### config.mk
export PLATFORM = sky130hd
export DESIGN_NAME = boss_proj_manager
export DESIGN_NICKNAME = d
export VERILOG_FILES = /design/src/rtl/boss_proj_manager.sv
export SDC_FILE = /design/constraint.sdc
export NUM_CORES = 1
export LEC_CHECK = 0
export ABC_CLOCK_PERIOD_IN_PS = 4400
export CORE_ASPECT_RATIO = 0.8
export CORE_MARGIN = 2
export CORE_UTILIZATION = 30
export CTS_CLUSTER_DIAMETER = 150
export DETAILED_ROUTE_END_ITERATION = 7
export PLACE_DENSITY = 0.56
export SLEW_MARGIN = 10
export SYNTH_ARGS = -nofsm -noshare
export SYNTH_HDL_FRONTEND = slang
export SYNTH_SLANG_ARGS = --single-unit
### constraint.sdc
create_clock -name clk_master -period 4.4 [get_ports clk_master]
set_input_delay 1.1 -clock clk_master [delete_from_list [all_inputs] [get_ports clk_master]]
set_output_delay 1.1 -clock clk_master [all_outputs]
set_load 0.01 [all_outputs]
### src/rtl/boss_proj_manager.sv
// Five-slot boss projectile manager: spawns, moves and retires projectiles and detects player hits.
// Optional post-hit invulnerability counter is enabled by defining HIT_INVULN_EN.
module boss_proj_manager #(
    parameter int unsigned PROJ_SPEED   = 4,
    parameter int unsigned SCREEN_H     = 480,
    parameter int unsigned PROJ_W       = 10,
    parameter int unsigned PROJ_H       = 15,
    parameter int unsigned PLAYER_W     = 30,
    parameter int unsigned PLAYER_H     = 20,
    parameter int unsigned INVULN_TICKS = 16
) (
    input  logic       clk_master,
    input  logic       rst,
    input  logic       pulse_move,
    input  logic       bossShoot,
    input  logic [9:0] spawn1X,
    input  logic [9:0] spawn2X,
    input  logic [9:0] spawn3X,
    input  logic [9:0] spawn4X,
    input  logic [9:0] spawn5X,
    input  logic [8:0] spawn1Y,
    input  logic [8:0] spawn2Y,
    input  logic [8:0] spawn3Y,
    input  logic [8:0] spawn4Y,
    input  logic [8:0] spawn5Y,
    input  logic [9:0] playerX,
    input  logic [8:0] playerY,
    output logic [4:0] projActive,
    output logic [9:0] proj1X,
    output logic [9:0] proj2X,
    output logic [9:0] proj3X,
    output logic [9:0] proj4X,
    output logic [9:0] proj5X,
    output logic [8:0] proj1Y,
    output logic [8:0] proj2Y,
    output logic [8:0] proj3Y,
    output logic [8:0] proj4Y,
    output logic [8:0] proj5Y,
    output logic       playerHit
);

    typedef enum logic [1:0] {IDLE, MOVE, CHECK} state_t;

    state_t      state_q, state_d;
    logic [9:0]  x_q [5];
    logic [9:0]  x_d [5];
    logic [8:0]  y_q [5];
    logic [8:0]  y_d [5];
    logic [4:0]  act_q, act_d;
    logic        hit_q, hit_d;
    logic        blocked;

    logic [9:0]  sx [5];
    logic [8:0]  sy [5];
    logic [9:0]  sum [5];
    logic [4:0]  ovl;

    assign sx[0] = spawn1X;  assign sy[0] = spawn1Y;
    assign sx[1] = spawn2X;  assign sy[1] = spawn2Y;
    assign sx[2] = spawn3X;  assign sy[2] = spawn3Y;
    assign sx[3] = spawn4X;  assign sy[3] = spawn4Y;
    assign sx[4] = spawn5X;  assign sy[4] = spawn5Y;

    // Move sum is 10 bits wide so a slot near the bottom cannot wrap back to the top.
    always_comb begin
        for (int unsigned i = 0; i < 5; i++) begin
            sum[i] = {1'b0, y_q[i]} + 10'(PROJ_SPEED);
            ovl[i] = ({1'b0, x_q[i]} < {1'b0, playerX} + 11'(PLAYER_W)) &&
                     ({1'b0, playerX} < {1'b0, x_q[i]} + 11'(PROJ_W)) &&
                     ({2'b0, y_q[i]} < {2'b0, playerY} + 11'(PLAYER_H)) &&
                     ({2'b0, playerY} < {2'b0, y_q[i]} + 11'(PROJ_H));
        end
    end

    always_comb begin
        state_d = state_q;
        x_d     = x_q;
        y_d     = y_q;
        act_d   = act_q;
        hit_d   = 1'b0;
        if (bossShoot) begin
            for (int unsigned i = 0; i < 5; i++) begin
                x_d[i]   = sx[i];
                y_d[i]   = sy[i];
                act_d[i] = (sx[i] != '0) || (sy[i] != '0);
            end
            state_d = IDLE;
        end else begin
            unique case (state_q)
                IDLE: if (pulse_move) state_d = MOVE;
                MOVE: begin
                    for (int unsigned i = 0; i < 5; i++) begin
                        if (act_q[i]) begin
                            if (sum[i] >= 10'(SCREEN_H)) act_d[i] = 1'b0;
                            else                         y_d[i]   = sum[i][8:0];
                        end
                    end
                    state_d = CHECK;
                end
                CHECK: begin
                    act_d   = act_q & ~ovl;
                    hit_d   = ((act_q & ovl) != '0) && !blocked;
                    state_d = IDLE;
                end
                default: state_d = IDLE;
            endcase
        end
    end

`ifdef HIT_INVULN_EN
    logic [4:0] cnt_q, cnt_d;

    always_comb begin
        cnt_d = cnt_q;
        if (hit_d)                          cnt_d = 5'(INVULN_TICKS);
        else if (pulse_move && cnt_q != '0) cnt_d = cnt_q - 5'd1;
    end

    assign blocked = (cnt_q != '0);

    always_ff @(posedge clk_master) begin
        if (rst) cnt_q <= '0;
        else     cnt_q <= cnt_d;
    end
`else
    assign blocked = 1'b0;
`endif

    always_ff @(posedge clk_master) begin
        if (rst) begin
            state_q <= IDLE;
            act_q   <= '0;
            hit_q   <= 1'b0;
            for (int unsigned i = 0; i < 5; i++) begin
                x_q[i] <= '0;
                y_q[i] <= '0;
            end
        end else begin
            state_q <= state_d;
            act_q   <= act_d;
            hit_q   <= hit_d;
            for (int unsigned i = 0; i < 5; i++) begin
                x_q[i] <= x_d[i];
                y_q[i] <= y_d[i];
            end
        end
    end

    assign projActive = act_q;
    assign playerHit  = hit_q;
    assign proj1X = x_q[0];  assign proj1Y = y_q[0];
    assign proj2X = x_q[1];  assign proj2Y = y_q[1];
    assign proj3X = x_q[2];  assign proj3Y = y_q[2];
    assign proj4X = x_q[3];  assign proj4Y = y_q[3];
    assign proj5X = x_q[4];  assign proj5Y = y_q[4];

endmodule

# Yosys cells after proc, flatten, opt, wreduce, memory -nomap -nowiden
# Cells that the tools add are included.
# word_totals
register_bits	103
latchBits	0
mem_bits_rw	0
rom_bits	0
inputBits	118
output_inout_bits	101
elab_cells	139
mem_count	0
# classes
n_addsub	17
n_mul	0
n_div	0
n_lt_le_gt_ge	25
n_eq_ne	8
shifts	0
muxes	26
n_bitwise	4
reduce_logical	46
# op_table
cell	n
$lt 10x11->1	10
$mux 45	2
$mux 9	10
$lt 9x10->1	6
$add 10x4->11 const B	5
$add 9x3->10 const B	5
$add 9x4->10 const B	5
$ge 10x9->1 const B	5
$reduce_bool 10->1	5
$reduce_bool 9->1	5
$lt 9x11->1	4
$logic_and 1x1->1	15
$reduce_and 3->1	5
$ne 2x2->1 const B	6
$reduce_bool 2->1	6
$add 10x5->11 const B	1
$add 9x5->10 const B	1
$and 5x5->5	2
$mux 1	10
$pmux 5 s2	1
$logic_or 1x1->1	5
$mux 5	1
$not 5->5	1
$reduce_bool 5->1	1
9 further kinds	9

# Longest topological paths before layout
# depth
word_depth	9
ltp_mapped	16
ltp_nobuf	15

# Least setup slack after synthesis
# OpenSTA, ideal clock, no wires.
# synth_timing
path_type	input-to-reg
startpoint	in playerX[2]
endpoint	reg hit_q (netlist: playerHit)
setup_ns	0.122
arrival_time_ns	3.407
path_slack_ns	0.871
path_stages	11
cell_sequence	or4_4 nand2_1 xor2_1 ha_1 nand4_1 o31ai_1 maj3_2 a21o_1 nand2_1 and4_1 o311a_1
# synth_via
elab_chain_cells	7
# synth_lines
element	line	source
start: declaration	26	input logic [9:0] playerX,
$add 10x5->11	68	ovl[i] = ({1'b0, x_q[i]} < {1'b0, playerX} + 11'(PLAYER_W)) &&
$lt 10x11->1	68	
$logic_and 1x1->1	68	
$logic_and 1x1->1	69	({1'b0, playerX} < {1'b0, x_q[i]} + 11'(PROJ_W)) &&
$logic_and 1x1->1	70	({2'b0, y_q[i]} < {2'b0, playerY} + 11'(PLAYER_H)) &&
$and 5x5->5 (*)	102	hit_d = ((act_q & ovl) != '0) && !blocked;
$reduce_bool 5->1 (*)	102	
end signal: assignment	141	hit_q <= hit_d;
end: declaration	50	logic hit_q, hit_d;
# Every way passes the cells marked *; elsewhere a longest branch is shown, timed or not.
# A chain may end at the register's enable or synchronous reset.

# Final worst setup path
# Ends and elaborated chain as after synthesis.

==> results.json <==
{
  "synth_ff_type": "dfxtp_1",
  "worstSetupEndpointType": "register",
  "start_util_pct": 30.4,
  "leakage_nw": 5.60,
  "crit_arrival_ns": 4.23,
  "layout.nets": 1763,
  "yosysSeqAreaShare_pct": 20.2,
  "path_clk_slew_ns": 0.08,
  "cts_resized": 0,
  "grt_usage_pct": 20.6,
  "slew_viol_final": 0,
  "ir_drop_uv": 177,
  "synth_area_leaders": "ha_1 24%, dfxtp_1 20%, mux2i_1 6.9%, nor2_1 5.2%, xnor2_1 4.9%",
  "root_buffer": "clkbuf_16",
  "drive_above_1_share_pct": 5.08,
  "slew_headroom_pct": 49.4,
  "ys_types": 69,
  "min_period_ns": 3.97,
  "fin_skew_ns": 0.0116,
  "syn_to_final_growth_pct": 30.7,
  "ctsHoldBuffers": 0,
  "timing.final.crit_share_pct": 90.1,
  "grt_pass1_vias": 9793,
  "vias": 10057,
  "ant_nets": 0,
  "postSynthAreaPerCell_sq_um": 8.29,
  "tightest_slew_ns": 0.750,
  "hp-class": "reg2reg",
  "synthesis.nets": 1540,
  "rsz0062_at_grt": "no",
  "hp-start": "projActive[1]",
  "drtPass1Iterations": 6,
  "clock_path_buffers": 2,
  "critical_path_class": "in2reg",
  "post-cts-setup-buffers": 0,
  "r2r-start": "proj4Y[2]",
  "timing.fmax_mhz": 252,
  "hold-path-cell-count": 2,
  "grt_max_degree": 92,
  "yosysTopAreaCellShare_pct": 23.6,
  "setup_violations": 0,
  "maxCapViolations": 0,
  "insertion_delay_ns": 0.37,
  "grt_pass1_wl_um": 56900,
  "cts_tree": "yes",
  "routed_wl_um": 36700,
  "die_area_sq_um": 35500,
  "cts.sinks": 103,
  "vias_per_cell": 5.32,
  "die_w_um": 210,
  "portBuffers": 218,
  "rows": 60,
  "fin_tns_setup_ns": 0,
  "cp-start-kind": "input pin",
  "wl_per_cell_um": 19.4,
  "synth_top_area_cell": "ha_1",
  "required_ns": 4.66,
  "hold_viol_final": 0,
  "crit_fanout": 4,
  "synth_edf_count": 0,
  "synthArstFlopShare_pct": 0,
  "whs_endpoint": "projActive[1]",
  "power_w": 0.00315,
  "hpwl_um": 29500,
  "dr.first_iter.drc_count": 648,
  "die_y_um": 169,
  "cts_buffers": 9,
  "reg2reg_slack_ns": 0.70,
  "yosysWarningCount": 0,
  "reg2reg_depth": 15,
  "synthesis.area_sq_um": 10200,
  "synth-seq-cells": 103,
  "status": "finished, final reports clean",
  "grt_overflow": 0,
  "core_area_sq_um": 33600,
  "worst_slack_ns": 0.434,
  "hold_ws_ns": 0.502,
  "r2r_end": "playerHit",
  "post-place-ws_ns": 0.0725,
  "htree_levels": 3,
  "drc": 0,
  "grt_antenna_before_repair": 0,
  "diodes": 0,
  "power_density_nw_per_um2": 236,
  "crit_start": "playerX[2]",
  "place.gp.congestion": 0.882,
  "io_pins": 219,
  "synthCells": 1230
}
-- cells in the final DEF, fill, tap and decap left out, types with 50 or more instances in the layout --
cell	count
ha_1	192
xnor2_1	57
mux2i_1	70
xor2_1	50
nor2_1	140
a21oi_1	64
dfxtp_1	103
nand2_1	61
o21ai_0	83
clkdlybuf4s50_1	216
-- flip-flops by register name, indices dropped and copies added (netlist names), 10 cells and up --
| name | flops |
|---|---|
| proj5X | 10 |
| proj3X | 10 |
| proj4X | 10 |
| proj1X | 10 |
| proj2X | 10 |
-- how the worst max path moves through the flow --
stage,endpoint,slack [ns],cells past startpoint
2_1_floorplan,playerHit,0.87,11
3_3_place_gp,playerHit,0.08,14
3_5_place_dp,playerHit,0.07,14
4_1_cts,playerHit,0.46,14
5_1_grt,playerHit,0.21,16
6_report,playerHit,0.43,14
-- worst max-delay path: stages --
cell	delay (ns)
clkdlybuf4s50_1	0.49
or4_4	0.57
nand2_1	0.09
xor2_1	0.07
buf_4	0.16
ha_1	0.26
nand2_1	0.06
nor3_1	0.19
a21oi_1	0.11
o32ai_1	0.30
nor4_1	0.10
a22oi_1	0.29
nand2_1	0.09
o311a_1	0.34
-- metrics by stage --
stage	std cells	cell area, sq um	util (%)
6_report	1892	13300	39.7
5_1_grt	1892	13300	39.7
4_1_cts	1892	13300	39.7
3_5_place_dp	1876	13000	38.7
3_3_place_gp	1876	13000	38.7
2_1_floorplan	1230	10200	-
-- metal layers --
metal / track usage (%) / part of all wire [%] / up-vias
met2: 31.9 / 43 / 268
met4: 5.70 / 1.9 / 0
li1: - / - / 4972
met1: 29.8 / 50 / 4785
met3: 2.54 / 4.4 / 32
met5: 0 / 0 / -
-- power breakdown --
group	leakage (nW)	internal, W	total [W]	switching (W)
sequential	0.851	0.000989	0.00113	0.000139
clock	0.161	0.000523	0.000947	0.000424
combinational	4.58	0.000543	0.00108	0.000533
total	5.60	0.00206	0.00315	0.00110
-- synth_stat cells, types with 4 or more instances --
cell type,n
nor3_1,25
and3_1,22
clkbuf_1,23
o22ai_1,4
inv_1,45
nand2b_1,14
dfxtp_1,103
nand4_1,17
nor2_1,140
o2111ai_1,6
nor4_1,23
nand3_1,42
a21o_1,17
buf_1,8
a311oi_1,9
buf_2,10
o41ai_1,5
xor2_1,50
a21oi_1,64
o21a_1,10
a211oi_1,13
o211ai_1,4
buf_4,4
and2_1,5
or3_1,9
o221ai_1,4
xnor2_1,57
o21ai_0,83
a31oi_1,12
mux2i_1,70
nor2b_1,7
ha_1,192
nor3b_1,7
nand2_1,61
a2111oi_0,8
-- cells by family after synthesis --
group           count (synthesis)  synth area share [%]
fa+ha+maj                     193                  23.7
xor+xnor                      107                  9.19
compound gates                271                  17.0
flops                         103                  20.2
simple gates                  390                  18.8
mux                            70                  6.87
buf+inv                        96                  4.28
-- layout make-up --
type / count / area [sq um]
fillers: 3365 / 20200
repair buffers: 263 / 2530
clock inverters: 5 / 86.3
inverters: 45 / 169
multi-input cells: 1031 / 7700
flip-flops and latches: 103 / 2060
clock buffers: 11 / 243
well taps: 434 / 543
No activity file was read; power rests on OpenSTA's default activity.
